### src/rtl/wb_stage_reg.sv
// wb_stage_reg: registered writeback stage between MEM and the register file.
//
// Extracts and extends sub-word loads (XLEN 32 or 64). It holds the MEM stage through a
// wait state while a data-memory response is outstanding. It honours flush and drives a
// forwarding tap.
//
// Ports:
//   clk, reset           clock; synchronous active-high reset
//   mem_valid_i          MEM presents an instruction
//   mem_opcode_i         opcode; mem_funct3_i is the load size/sign selector
//   mem_rd_i             destination register
//   mem_res_i            ALU result, or the effective address for loads
//   mem_pc_i             instruction PC
//   flush_i              kills the incoming instruction and any pending load
//   d_data_read, d_ack   data-memory read word and its valid strobe
//   wb_stall_o           MEM must hold its instruction
//   rf_we_o, rf_waddr_o, rf_wdata_o   registered write port
//   misalign_o           pulse when a misaligned load is dropped
//   fwd_valid_o, fwd_rd_o, fwd_data_o  copies of the rf_* outputs
module wb_stage_reg #(
  parameter int unsigned XLEN   = 32,
  parameter int unsigned REG_AW = 5
) (
  input  logic              clk,
  input  logic              reset,
  input  logic              mem_valid_i,
  input  logic [6:0]        mem_opcode_i,
  input  logic [2:0]        mem_funct3_i,
  input  logic [REG_AW-1:0] mem_rd_i,
  input  logic [XLEN-1:0]   mem_res_i,
  input  logic [XLEN-1:0]   mem_pc_i,
  input  logic              flush_i,
  input  logic [XLEN-1:0]   d_data_read,
  input  logic              d_ack,
  output logic              wb_stall_o,
  output logic              rf_we_o,
  output logic [REG_AW-1:0] rf_waddr_o,
  output logic [XLEN-1:0]   rf_wdata_o,
  output logic              misalign_o,
  output logic              fwd_valid_o,
  output logic [REG_AW-1:0] fwd_rd_o,
  output logic [XLEN-1:0]   fwd_data_o
);

  localparam int unsigned OffW = $clog2(XLEN / 8);

  localparam logic [6:0] OpLoad = 7'b0000011;
  localparam logic [6:0] OpJal  = 7'b1101111;
  localparam logic [6:0] OpJalr = 7'b1100111;

  localparam logic [XLEN-1:0] PcStep = 4;

  typedef enum logic [0:0] {StIdle, StWait} state_e;

  // One retired instruction on its way to the write port.
  typedef struct packed {
    logic              we;
    logic              mis;
    logic [REG_AW-1:0] addr;
    logic [XLEN-1:0]   data;
  } item_t;

  // Returns {misaligned, extended value}.
  function automatic logic [XLEN:0] load_extract(input logic [XLEN-1:0] data,
                                                 input logic [OffW-1:0] off,
                                                 input logic [2:0]      funct3);
    logic [XLEN-1:0] sh;
    logic [XLEN-1:0] val;
    logic            mis;
    logic [2:0]      f;
    sh = data >> {off, 3'b000};
    f  = funct3;
    // Fold unsupported/reserved encodings onto the widest legal load.
    if (XLEN == 32) begin
      if (f == 3'b011 || f == 3'b110 || f == 3'b111) f = 3'b010;
    end else if (f == 3'b111) begin
      f = 3'b011;
    end
    mis = 1'b0;
    val = sh;
    case (f)
      3'b000, 3'b100: begin
        val      = {XLEN{sh[7] & ~f[2]}};
        val[7:0] = sh[7:0];
      end
      3'b001, 3'b101: begin
        mis       = off[0];
        val       = {XLEN{sh[15] & ~f[2]}};
        val[15:0] = sh[15:0];
      end
      3'b010, 3'b110: begin
        mis       = |off[1:0];
        val       = {XLEN{sh[31] & ~f[2]}};
        val[31:0] = sh[31:0];
      end
      default: begin
        mis = |off;
        val = sh;
      end
    endcase
    return {mis, val};
  endfunction

  state_e            state_q, state_d;
  logic [REG_AW-1:0] ld_rd_q, ld_rd_d;
  logic [2:0]        ld_f3_q, ld_f3_d;
  logic [OffW-1:0]   ld_off_q, ld_off_d;
  item_t             skid_q, skid_d;
  logic              skid_v_q, skid_v_d;
  logic              rf_we_q, rf_we_d;
  logic              misalign_q, misalign_d;
  logic [REG_AW-1:0] rf_waddr_q, rf_waddr_d;
  logic [XLEN-1:0]   rf_wdata_q, rf_wdata_d;

  logic              stall;
  logic              accept;
  logic              is_load;
  logic              load_defer;
  logic              acc_v;
  logic              done_v;
  item_t             acc_item;
  item_t             done_item;
  item_t             out_item;
  logic              out_v;
  logic [XLEN:0]     acc_ext;
  logic [XLEN:0]     done_ext;

  always_comb begin
    stall   = (state_q == StWait) && !d_ack;
    accept  = mem_valid_i && !stall && !flush_i;
    is_load = (mem_opcode_i == OpLoad);
    // A load completes at acceptance only when IDLE and the memory answers at once; a load
    // accepted in the ack cycle of a previous load must wait for its own ack.
    load_defer = accept && is_load && !((state_q == StIdle) && d_ack);
    acc_v      = accept && !load_defer;
    done_v     = (state_q == StWait) && d_ack && !flush_i;

    acc_ext = load_extract(d_data_read, mem_res_i[OffW-1:0], mem_funct3_i);
    acc_item.addr = mem_rd_i;
    if (is_load) begin
      acc_item.mis  = acc_ext[XLEN];
      acc_item.data = acc_ext[XLEN-1:0];
    end else begin
      acc_item.mis  = 1'b0;
      if (mem_opcode_i == OpJal || mem_opcode_i == OpJalr) begin
        acc_item.data = mem_pc_i + PcStep;
      end else begin
        acc_item.data = mem_res_i;
      end
    end
    acc_item.we = !acc_item.mis && (mem_rd_i != '0);

    done_ext        = load_extract(d_data_read, ld_off_q, ld_f3_q);
    done_item.addr  = ld_rd_q;
    done_item.mis   = done_ext[XLEN];
    done_item.data  = done_ext[XLEN-1:0];
    done_item.we    = !done_ext[XLEN] && (ld_rd_q != '0);

    state_d = state_q;
    if (state_q == StWait && (flush_i || d_ack)) state_d = StIdle;
    if (load_defer) state_d = StWait;

    ld_rd_d  = ld_rd_q;
    ld_f3_d  = ld_f3_q;
    ld_off_d = ld_off_q;
    if (load_defer) begin
      ld_rd_d  = mem_rd_i;
      ld_f3_d  = mem_funct3_i;
      ld_off_d = mem_res_i[OffW-1:0];
    end

    // Oldest first: skid entry, then the completing load, then the new acceptance. The skid
    // is always empty in WAIT, so at most two items compete and one slot absorbs the spill.
    skid_d   = skid_q;
    skid_v_d = 1'b0;
    out_item = acc_item;
    out_v    = 1'b0;
    if (skid_v_q) begin
      out_item = skid_q;
      out_v    = 1'b1;
      if (done_v) begin
        skid_d   = done_item;
        skid_v_d = 1'b1;
      end else if (acc_v) begin
        skid_d   = acc_item;
        skid_v_d = 1'b1;
      end
    end else if (done_v) begin
      out_item = done_item;
      out_v    = 1'b1;
      if (acc_v) begin
        skid_d   = acc_item;
        skid_v_d = 1'b1;
      end
    end else if (acc_v) begin
      out_item = acc_item;
      out_v    = 1'b1;
    end

    rf_we_d    = out_v && out_item.we;
    misalign_d = out_v && out_item.mis;
    rf_waddr_d = out_v ? out_item.addr : rf_waddr_q;
    rf_wdata_d = out_v ? out_item.data : rf_wdata_q;
  end

  always_ff @(posedge clk) begin
    if (reset) begin
      state_q    <= StIdle;
      ld_rd_q    <= '0;
      ld_f3_q    <= '0;
      ld_off_q   <= '0;
      skid_q     <= '0;
      skid_v_q   <= 1'b0;
      rf_we_q    <= 1'b0;
      misalign_q <= 1'b0;
      rf_waddr_q <= '0;
      rf_wdata_q <= '0;
    end else begin
      state_q    <= state_d;
      ld_rd_q    <= ld_rd_d;
      ld_f3_q    <= ld_f3_d;
      ld_off_q   <= ld_off_d;
      skid_q     <= skid_d;
      skid_v_q   <= skid_v_d;
      rf_we_q    <= rf_we_d;
      misalign_q <= misalign_d;
      rf_waddr_q <= rf_waddr_d;
      rf_wdata_q <= rf_wdata_d;
    end
  end

  assign wb_stall_o  = stall;
  assign rf_we_o     = rf_we_q;
  assign rf_waddr_o  = rf_waddr_q;
  assign rf_wdata_o  = rf_wdata_q;
  assign misalign_o  = misalign_q;
  assign fwd_valid_o = rf_we_q;
  assign fwd_rd_o    = rf_waddr_q;
  assign fwd_data_o  = rf_wdata_q;

endmodule

### config.mk
export PLATFORM = sky130hd
export DESIGN_NAME = wb_stage_reg
export DESIGN_NICKNAME = d
export VERILOG_FILES = /design/src/rtl/wb_stage_reg.sv
export SDC_FILE = /design/constraint.sdc
export NUM_CORES = 1
export LEC_CHECK = 0
export ABC_AREA = 1
export ABC_CLOCK_PERIOD_IN_PS = 1600
export CAP_MARGIN = 20
export CORE_UTILIZATION = 46
export CTS_BUF_LIST = sky130_fd_sc_hd__clkbuf_16
export CTS_CLUSTER_DIAMETER = 80
export DETAILED_ROUTE_END_ITERATION = 7
export PLACE_DENSITY = 0.79
export SLEW_MARGIN = 20
export SYNTH_ARGS = -nofsm -noshare
export SYNTH_HDL_FRONTEND = slang
export SYNTH_SLANG_ARGS = --single-unit
### constraint.sdc
create_clock -name clk -period 1.6 [get_ports clk]
set_clock_uncertainty 0.05 [all_clocks]
set_input_delay 0.16 -clock clk [delete_from_list [all_inputs] [get_ports clk]]
set_output_delay 0.16 -clock clk [all_outputs]
set_load 0.005 [all_outputs]
* Word-level counts from Yosys, hierarchy flattened
Index checks and enable logic that the tools add are counted.
** Word-level totals
- Flip-flop bits (word level) :: 90
- Input bits :: 116
- Output and inout bits :: 78
- Word-level logic and storage cells :: 99
** Operators by class
- Add/subtract/negate cells :: 1
- Eq/ne operators :: 15
- Shift operators :: 2
- Multiplexer cells :: 22
- Bitwise gates (word level) :: 7
- Reduce and logical (&&, ||, !) cells :: 39
** Operators by type and width (count)
- $mux 39 :: 6
- $pmux 32 s2 :: 2
- $mux 32 :: 2
- $shr 32x5->32 :: 2
- $add 32x3->32 const B :: 1
- $eq 3x3->1 const B :: 8
- $eq 7x7->1 const B :: 2
- $logic_and 1x1->1 :: 14
- $reduce_or 2->1 :: 6
- $reduce_bool 5->1 :: 2
- $mux 1 :: 8
- $eq 7x2->1 const B :: 1
- $logic_not 1->1 :: 7
- $eq 3x1->1 const B :: 2
- $eq 3x2->1 const B :: 2
- $logic_not 3->1 :: 2
- $logic_or 1x1->1 :: 6
- $mux 3 :: 2
- $and 1x1->1 :: 4
- $pmux 1 s2 :: 2
- $reduce_bool 2->1 :: 2
- $not 1->1 :: 3

* Logic depth before layout (Yosys ltp)
Gate-level depths: netlist (run 1).
- Depth in word-level cells :: 13
- Gate-level depth with buffers :: 13
- Gate-level depth less buffers :: 13

* Worst setup path after synthesis (run 1)
No wires, ideal clock.
- Kind :: register -> register
- Start :: register skid_v_q
- End :: register skid_q[0] in the netlist's numbering
- Setup time :: 0.088 ns
- Data arrival time :: 1.439 ns
- Data required time :: 1.462 ns
- Setup slack :: 0.023 ns
- Stages on the path, launching flop included :: 9
- Path buffers :: 3
- Clock period less this slack :: 1.577 ns
- Path through :: dfxtp_1 buf_2 inv_2 nor2_8 inv_2 buf_6 clkbuf_1 o21ai_0 a311oi_2
** Between the ends
- Cells in the longest elaborated chain, start to end :: 1
- Elaborated cells on any way between the ends :: 2
- Classes of those cells :: 1 x mux; 1 x reduce/logical
** RTL lines
- start: declaration :: RTL line 109 : logic skid_v_q, skid_v_d;
- start signal: assignment :: RTL line 224 : skid_v_q <= skid_v_d;
- $mux 39 / $reduce_bool 2->1 (equally long branches)
- end signal: assignment :: RTL line 223 : skid_q <= skid_d;
- end: declaration :: RTL line 108 : item_t skid_q, skid_d;
Several ways; a longest one is shown, not always the timed one.
A chain may end at the register's enable or synchronous reset.

* Worst setup path after layout (run 1)
- Start :: register ld_off_q[0]
- End :: register rf_wdata_q[18] (netlist: fwd_data_o[18])
** Between the ends
- Cells in the longest elaborated chain, start to end :: 5
- Elaborated cells on any way between the ends :: 6
- Classes of those cells :: 1 x shift; 3 x mux; 2 x bitwise
** RTL lines
- start: declaration :: RTL line 107 : logic [OffW-1:0] ld_off_q, ld_off_d;
- start signal: assignment :: RTL line 222 : ld_off_q <= ld_off_d;
- $shr 32x5->32 (*) :: RTL line 71 : sh = data >> {off, 3'b000};
- $and 1x1->1, on equally long branches :: RTL line 88, 83
- $pmux 32 s2 (*) :: RTL line 81 : case (f)
- $mux 39 (*) :: RTL line 188 : end else if (done_v) begin
- $mux 39 (*) :: RTL line 178 : if (skid_v_q) begin
- end signal: assignment :: RTL line 228 : rf_wdata_q <= rf_wdata_d;
- end: declaration :: RTL line 113 : logic [XLEN-1:0] rf_wdata_q, rf_wdata_d;
Mark *: on every way between the ends. The rest lies on a longest branch, timed or not.

==> results of run 1 <==
## Yosys cell counts (3+ instances only)
| master | n | area, um^2 |
|---|---|---|
| buf_4 | 44 | 330 |
| nor2_4 | 3 | 33.8 |
| nor2_1 | 103 | 387 |
| xnor2_1 | 3 | 26.3 |
| nand2_1 | 362 | 1360 |
| nor2_2 | 4 | 25.0 |
| o21bai_1 | 5 | 37.5 |
| clkbuf_2 | 3 | 15.0 |
| nand3_1 | 93 | 465 |
| inv_1 | 92 | 345 |
| o21ai_0 | 196 | 981 |
| o21ai_1 | 6 | 30.0 |
| buf_2 | 30 | 150 |
| nand4_1 | 11 | 68.8 |
| nand3b_1 | 10 | 75.1 |
| nand2_2 | 3 | 18.8 |
| clkbuf_1 | 43 | 161 |
| o211ai_1 | 12 | 90.1 |
| o21a_1 | 13 | 97.6 |
| inv_2 | 9 | 33.8 |
| a311oi_2 | 3 | 45.0 |
| o221ai_1 | 5 | 43.8 |
| nor3_1 | 10 | 50.1 |
| dfxtp_1 | 90 | 1800 |
| o22ai_1 | 6 | 37.5 |
| a21oi_1 | 134 | 671 |
| xor2_1 | 9 | 78.8 |
## state kept, by name (all words and copies together) (netlist names)
signal and count:
ld_rd_q 5, fwd_rd_o 5, misalign_o 1, skid_v_q 1, state_q 1, ld_off_q 2, ld_f3_q 3, fwd_valid_o 1
fwd_data_o 32, skid_q 39
## cells by family (layout without fill, tap and decap cells)
| group | count (synthesis) | in the layout | synth area share [%] |
|---|---|---|---|
| simple gates | 604 | 604 | 33.5 |
| fa+ha+maj | 1 | 1 | 0.164 |
| xor+xnor | 12 | 12 | 1.38 |
| compound gates | 388 | 388 | 27.6 |
| buf+inv | 222 | 542 | 13.7 |
| flops | 90 | 90 | 23.6 |
## routing by layer
layer  global-route usage [%]  up-vias
li1                         -     4987
met4                     23.6        0
met3                     7.78      161
met5                        0        -
met1                     44.9     4735
met2                     61.6      691
## timing repair
| item | 4_1_cts | 5_1_grt |
|---|---|---|
| buffers inserted | 9 | 10 |
| setup endpoints to repair | 86 | 78 |
| pin swaps | 23 | 63 |
| cloned | 9 | 3 |
| gates resized for setup | 117 | 149 |
| hold endpoints to repair | 0 | 0 |
## how the worst max path moves through the flow
| stage | startpoint | to | slack (ns) | cells past startpoint |
|---|---|---|---|---|
| 3_5_place_dp | mem_pc_i[3] | fwd_data_o[12]$_SDFFE_PP0P_ | -0.65 | 13 |
| 2_1_floorplan | skid_v_q$_SDFF_PP0_ | skid_q[0]$_SDFFE_PP0P_ | 0.02 | 8 |
| 3_3_place_gp | mem_pc_i[3] | fwd_data_o[12]$_SDFFE_PP0P_ | -0.63 | 13 |
| 5_1_grt | ld_off_q[0]$_SDFFE_PP0P_ | fwd_data_o[24]$_SDFFE_PP0P_ | -0.31 | 10 |
| 4_1_cts | ld_off_q[0]$_SDFFE_PP0P_ | fwd_data_o[22]$_SDFFE_PP0P_ | -0.13 | 10 |
| 6_report | ld_off_q[0]$_SDFFE_PP0P_ | fwd_data_o[18]$_SDFFE_PP0P_ | -0.23 | 10 |
## where the power goes
part,internal [uW],total [uW],switching (uW),leakage (uW)
Clock,1090,2130,1040,0.000138
Sequential,2300,2350,47.1,0.000735
Combinational,961,1850,887,0.00455
## worst max-delay path, stage by stage (launching register included)
cell	delay (ns)
dfxtp_2	0.33
buf_6	0.13
o211ai_1	0.25
nand2_1	0.14
nand2_2	0.18
buf_12	0.19
nand3_2	0.10
o21ai_2	0.13
inv_1	0.07
nand2_2	0.07
a21oi_2	0.05
## layout make-up
cell class / count / area (um^2)
Multi-Input combinational cell: 1005 / 5340
Timing Repair Buffer: 425 / 4150
Fill cell: 1232 / 3810
Sequential cell: 90 / 1810
Inverter: 101 / 387
Tap cell: 216 / 270
Clock buffer: 9 / 225
Clock inverter: 7 / 68.8
## cell usage in the layout, fill, tap and decap left out, drive strengths merged, types with 19 or more instances in the layout
master / Yosys / final
nand3: 94 / 94
dlygate4sd2: 0 / 19
inv: 101 / 105
a21oi: 135 / 135
o21ai: 202 / 202
clkdlybuf4s50: 0 / 162
nor2: 111 / 111
buf: 75 / 228
nand2: 366 / 366
dfxtp: 90 / 90
## metrics by stage
stage / std cells / instance area, um^2 / TNS, ns / total power [uW]
after floorplan: 1317 / 7620 / 0 / 3050
after global placement: 1806 / 10900 / -41.55 / 4050
after detailed placement: 1806 / 10900 / -43.62 / 4060
after CTS: 1840 / 11700 / -2.15 / 6230
after global routing: 1853 / 12200 / -11.30 / 6550
final: 1853 / 12200 / -7.75 / 6330
==> qor.txt, run 1 <==
status - finished with violations
failing checks - negative setup slack
DIE AREA - 0.0171 mm^2
initial antenna violation count - 0
row count - 46
power density cells - 517 mW/mm^2
GPL Wtd Cong - 0.994
prevailing post-synth register cell - dfxtp_1
TritonCTS clock tree - done
global-route wire length before repair - 49.0 mm
worst setup slack after layout - -0.227 ns
Layout area overhead - 60.6%
drt initial violations - 1169
ANT cells - 0
fin nets - 1749
Async SR Flop Fraction - 0%
VDD IR max - 0.534 mV
DPL Wire Length - 23.5 mm
Max Used Layer - met4
synthesized instance count - 1317
Reg clk slew, reported paths - 0.07 ns
data arrival time of the worst path - 2.02 ns
Hold Crit Depth - 4
largest fanout on the critical path - 10
synth unique cells - 40
FMAX - 547 MHz
max_slew headroom - 69.6%
sequential area share after synthesis - 23.6%
dpl ws - -0.650 ns
antenna-violating nets left - 0
Sink Count - 90
Met1 Wirelength - 12.7 mm
endpoint of the worst hold path - ld_off_q[0]$_SDFFE_PP0P_
worst reg2reg path startpoint - ld_off_q[0]$_SDFFE_PP0P_
critical path launch point type - flip-flop
R2R Path End - fwd_data_o[18]$_SDFFE_PP0P_
final core utilization - 76.3%
Final Cycle Share - 114%
Avg Cell Area, Syn - 5.79 um^2
vias in the first global route - 9629
Seq cells post-synth - 90
setup violators final - 50
setup slack, reg-to-reg - -0.23 ns
Residual DRC - 0
Chip Width - 131 um
Final Max Tran Viols - 0
clock latency on the worst-skew pair - 0.36 ns
final WL - 33.2 mm
Via density - 5.71
largest net degree at the start of global routing - 73
Root Buffer - clkbuf_16
Mapped Area - 0.00762 mm^2
CTS H-tree depth - 3
vias post-DR - 10.6k
RSZ-0062 raised after global routing - yes
# Max-Cap Violations - 0
Initial Util - 47.5%
Core ar. - 0.0161 mm^2
WL/cell - 17.9 um
port bufs - 193
worst hold path type - input port to flip-flop
met3 WL - 3.11 mm
Num CTS Buffers - 9
first-pass iteration count of the detailed router - 7
grt ovf - 0
Global Route Usage Sum - 37.6%
HP Start - mem_res_i[0]
CP Class - flip-flop to flip-flop
layout cells sized above 1 - 24.7%
CP required - 1.79 ns
cts hold-fix bufs - 0
EDFF count, synth - 0
Hold WS - 0.338 ns
# IOs - 194
YS warnings - 0
Die Y - 131 um
Final Critical Period - 1.83 ns
Reg2Reg Depth - 10
crit path capture type - flip-flop
Pleak - 0.00542 uW
clock tree buffer depth - 2
Post-Synthesis Net Count - 1434
Final Hold Fails - 0
worst slew pin tran - 0.451 ns
total length of routed met2 wires - 15.3 mm
Note: power is estimated with default switching activity, not from simulation.
==> run 2: changes to the inputs <==
ABC_CLOCK_PERIOD_IN_PS = 2000   (was 1600)
CORE_UTILIZATION = 51   (was 46)
HOLD_SLACK_MARGIN = 0.05   (was default)
PLACE_DENSITY = 0.83   (was 0.79)
SKIP_LAST_GASP = 1   (was default)
clock period = 2 ns   (was 1.6 ns; I/O delays follow)
==> qor.txt, run 2 (synthesis gave the netlist of run 1 again) <==
dpl ws - -0.331 ns
clock tree buffer depth - 2
final WL - 30.7 mm
FMAX - 519 MHz
VDD IR max - 0.435 mV
Die Y - 124 um
P_sw - 1500 uW
crit path capture type - flip-flop
ANT cells - 0
Hold WS - 0.429 ns
layout cells sized above 1 - 14.4%
Residual DRC - 0
most frequent cells in the layout - 358 x nand2_1, 191 x o21ai_0, 190 x clkdlybuf4s50_1
Initial Util - 52.5%
family with the most delay on the worst path - buffers and inverters
Final Cycle Share - 96.3%
largest fanout on the critical path - 16
power density cells - 458 mW/mm^2
data arrival time of the worst path - 2.15 ns
WL/cell - 17.5 um
critical path launch point type - input port
Slowest cell on crit path - clkdlybuf4s50_1
RSZ-0062 raised after global routing - yes
Reg2Reg Depth - 10
final core utilization - 75.8%
Multi-input gate area - 0.00484 mm^2
CP Cell Sequence - clkdlybuf4s50_1, nand2_1, nor3_2, nand2_1, inv_1, buf_12, a21oi_1, o21ai_0, buf_4, nand2_1, nand2_1, o21ai_0, a21oi_1
first-pass iteration count of the detailed router - 6
Via density - 5.82
# fillers - 1198
Chip Width - 124 um
most common library cell in the layout ignoring fill and taps - nand2_1
Pleak - 0.00481 uW
# IOs - 194
DIE AREA - 0.0154 mm^2
Hold Crit Depth - 2
Comb power frac - 26.4%
CP Class - input port to flip-flop
Sw Share - 29.7%
CTS H-tree depth - 3
vias post-DR - 10.2k
global-route wire length before repair - 49.0 mm
setup violators final - 0
fin nets - 1685
Worst path most repeated cell - nand2_1
vias in the first global route - 9600
CP bufs+invs - 4
register with the most flip-flops - skid_q
clock latency on the worst-skew pair - 0.36 ns
Reg clk slew, reported paths - 0.08 ns
cts hold-fix bufs - 0
Sink Count - 90
max_slew headroom - 65.3%
Final Max Tran Viols - 0
Num CTS Buffers - 9
worst setup slack after layout - 0.0746 ns
Largest register FFs - 39
clock share of power - 36.3%
initial antenna violation count - 0
Core ar. - 0.0145 mm^2
# Max-Cap Violations - 0
grt ovf - 0
worst hold path type - flip-flop to flip-flop
Reg area - 0.00180 mm^2
Crit. path cell count - 13
TritonCTS clock tree - done
GPL Wtd Cong - 0.994
antenna-violating nets left - 0
TNS Setup - 0 ns
drt initial violations - 1306
Root Buffer - clkbuf_16
Reg power frac - 37.3%
largest net degree at the start of global routing - 50
worst slew pin tran - 0.521 ns
Final Critical Period - 1.93 ns
P_int - 3550 uW
CP required - 2.22 ns
Worst path max stage delay - 0.46 ns
port bufs - 193
Global Route Usage Sum - 39.4%
DPL Wire Length - 23.3 mm
Layout area overhead - 44.4%
row count - 44
status - completed
Final Hold Fails - 0
run 2: worst reg2reg max path, cell delays in order (launching register included):
cell and delay [ns]:
dfxtp_2 0.40, buf_12 0.18, buf_4 0.16, nand2_1 0.04, o21ai_0 0.16, o21ai_0 0.24, nand2_1 0.11, o21ai_0 0.18
inv_1 0.06, nand2_1 0.08, a21oi_1 0.07
run 2: metal layers:
metal	vias up	global-route usage [%]	wire (um)
met5	-	0	0
met1	4624	48.0	11900
met4	0	20.3	1660
met3	123	6.01	2670
li1	4848	-	-
met2	635	66.8	14500
run 2: timing repair:
| action | CTS | global route |
|---|---|---|
| cloned | 0 | 0 |
| setup buffers | 0 | 2 |
| resized for setup | 1 | 31 |
| setup endpoints to repair | 1 | 59 |
| endpoints found under the hold margin | 0 | 0 |
| pin swaps | 0 | 3 |
run 2: metrics by stage:
stage                     instances  power, uW  instance area, um^2
final                          1757       5040                11000
after global placement         1739       3190                10600
after floorplan                1317       2440                 7620
after detailed placement       1739       3210                10600
after global routing           1757       5210                11000
after CTS                      1755       5020                10900
run 2: power by group through the flow:
stage	registers, uW	clock network [uW]	logic, uW
floorplan	1920	0	522
global placement	1920	0	1270
detailed placement	1920	0	1290
CTS	1880	1840	1300
global route	1890	1900	1420
finish	1880	1830	1330
run 2: worst paths after layout:
path	endpoint	from	slack [ns]
setup / recovery	skid_q[9]$_SDFFE_PP0P_	mem_opcode_i[1]	0.07
hold / removal	skid_q[26]$_SDFFE_PP0P_	skid_q[26]$_SDFFE_PP0P_	0.43
setup reg to reg	fwd_data_o[13]$_SDFFE_PP0P_	ld_off_q[0]$_SDFFE_PP0P_	0.16
hold reg to reg	skid_q[26]$_SDFFE_PP0P_	skid_q[26]$_SDFFE_PP0P_	0.43
run 2: area by class of cell:
cell class	count	area share, %
Sequential cell	90	16.4
Clock inverter	7	0.864
Tap cell	184	2.09
Timing Repair Buffer	361	31.2
Multi-Input combinational cell	1005	44.0
Inverter	101	3.47
Clock buffer	9	2.05
==> run 3: changes to the inputs <==
CORE_MARGIN = 3   (was default)
==> qor.txt, run 3 (synthesis gave the netlist of run 1 again) <==
fin nets - 1668
antenna-violating nets left - 0
ANT cells - 0
Residual DRC - 0
Pleak - 0.00463 uW
Final Cycle Share - 94.5%
family with the most delay on the worst path - buffers and inverters
Final Max Tran Viols - 0
port bufs - 193
number of post-CTS setup repair buffers - 0
CP Class - input port to flip-flop
GPL Wtd Cong - 0.967
FMAX - 529 MHz
Sink Count - 90
final core utilization - 73.4%
row count - 44
clock latency on the worst-skew pair - 0.35 ns
power density cells - 455 mW/mm^2
CP Cell Sequence - clkdlybuf4s50_1, ha_1, inv_1, nor2_4, nand2_2, xor2_1, o21ai_0, o21ai_0, nand2_1, nand2_1, a21oi_1
DIE AREA - 0.0165 mm^2
global-route wire length before repair - 47.5 mm
CP required - 2.23 ns
CTS H-tree depth - 3
first-pass iteration count of the detailed router - 7
Worst path max stage delay - 0.51 ns
Design Area, Final - 0.0107 mm^2
Via density - 5.73
final WL - 30.3 mm
status - completed
critical path launch point type - input port
Core ar. - 0.0146 mm^2
Num CTS Buffers - 9
most common library cell in the layout ignoring fill and taps - nand2_1
Layout area overhead - 40.5%
initial antenna violation count - 0
most frequent cells in the layout - 361 x nand2_1, 196 x o21ai_0, 193 x clkdlybuf4s50_1
worst slew pin tran - 0.509 ns
WL/cell - 17.4 um
Slowest cell on crit path - clkdlybuf4s50_1
grt ovf - 0
Final Hold Fails - 0
Cell Area, Placed - 0.0104 mm^2
DPL Wire Length - 23.2 mm
Largest register FFs - 39
Global Route Usage Sum - 35.9%
crit path capture type - flip-flop
VDD IR max - 0.386 mV
Root Buffer - clkbuf_16
Initial Util - 52.3%
largest fanout on the critical path - 4
Chip Width - 128 um
vias post-DR - 9969
cts hold-fix bufs - 0
TritonCTS clock tree - done
data arrival time of the worst path - 2.12 ns
largest net degree at the start of global routing - 73
Final Critical Period - 1.89 ns
register with the most flip-flops - skid_q
Reg clk slew, reported paths - 0.06 ns
# Max-Cap Violations - 0
drt initial violations - 1195
PostCTS Resize Cnt - 0
layout cells sized above 1 - 12.8%
setup violators final - 0
# IOs - 194
clock tree buffer depth - 2
worst hold path type - flip-flop to flip-flop
max_slew headroom - 66.0%
Die Y - 128 um
vias in the first global route - 9181
CP bufs+invs - 2
-- run 3: cell count changes in the layout (fill, tap and decap cells not counted), sizes merged --
| cell | delta |
|---|---|
| buf | -17 |
| clkdlybuf4s50 | +3 |
| clkinv | -2 |
| dlymetal6s2s | -3 |
| clkinvlp | +2 |
-- run 3: area by class of cell --
type	instances	area, um^2
clock inverter	7	70.1
fill	1248	3870
inverter	101	379
tap	184	230
multi-input combinational	1005	4790
clock buffer	9	225
sequential	90	1800
timing repair buffer	344	3220
-- run 3: layer usage --
metal  global-route usage (%)  routed length [um]  vias up
met2                     60.0               14300      672
met3                     6.13                3110      103
met1                     45.3               11500     4391
met5                        0                   0        -
met4                     15.4                1420        0
li1                         -                   -     4803
-- run 3: final timing paths --
kind	slack, ns	end	depth (start not counted)	startpoint
setup / recovery	0.11	fwd_data_o[10]$_SDFFE_PP0P_	11	mem_pc_i[2]
hold / removal	0.43	skid_q[27]$_SDFFE_PP0P_	2	skid_q[27]$_SDFFE_PP0P_
setup reg to reg	0.18	fwd_data_o[4]$_SDFFE_PP0P_	8	ld_off_q[0]$_SDFFE_PP0P_
hold reg to reg	0.43	skid_q[27]$_SDFFE_PP0P_	2	skid_q[27]$_SDFFE_PP0P_
-- run 3: metrics by stage --
stage | setup TNS (ns) | setup slack, ns | std cells | hold WS [ns] | total power, uW
after CTS | 0 | 0.110 | 1740 | 0.432 | 4860
after global routing | -0.00404 | -0.00404 | 1740 | 0.451 | 5070
after floorplan | 0 | 0.423 | 1317 | 0.304 | 2440
after detailed placement | -9.89 | -0.211 | 1724 | 0.403 | 3180
final | 0 | 0.111 | 1740 | 0.429 | 4880
after global placement | -6.09 | -0.184 | 1724 | 0.404 | 3170
-- run 3: power by group --
| group | total (uW) | internal (uW) | switching (uW) |
|---|---|---|---|
| sequential | 1880 | 1840 | 37.5 |
| clock | 1700 | 966 | 734 |
| combinational | 1300 | 679 | 618 |
| total | 4880 | 3490 | 1390 |
-- run 3: worst register-to-register path: stages (launching register included) --
cell	delay (ns)
dfxtp_2	0.37
buf_12	0.18
o21ai_0	0.41
buf_4	0.19
nand2_1	0.04
o21ai_0	0.08
o21ai_0	0.09
o21bai_1	0.20
a21oi_1	0.14
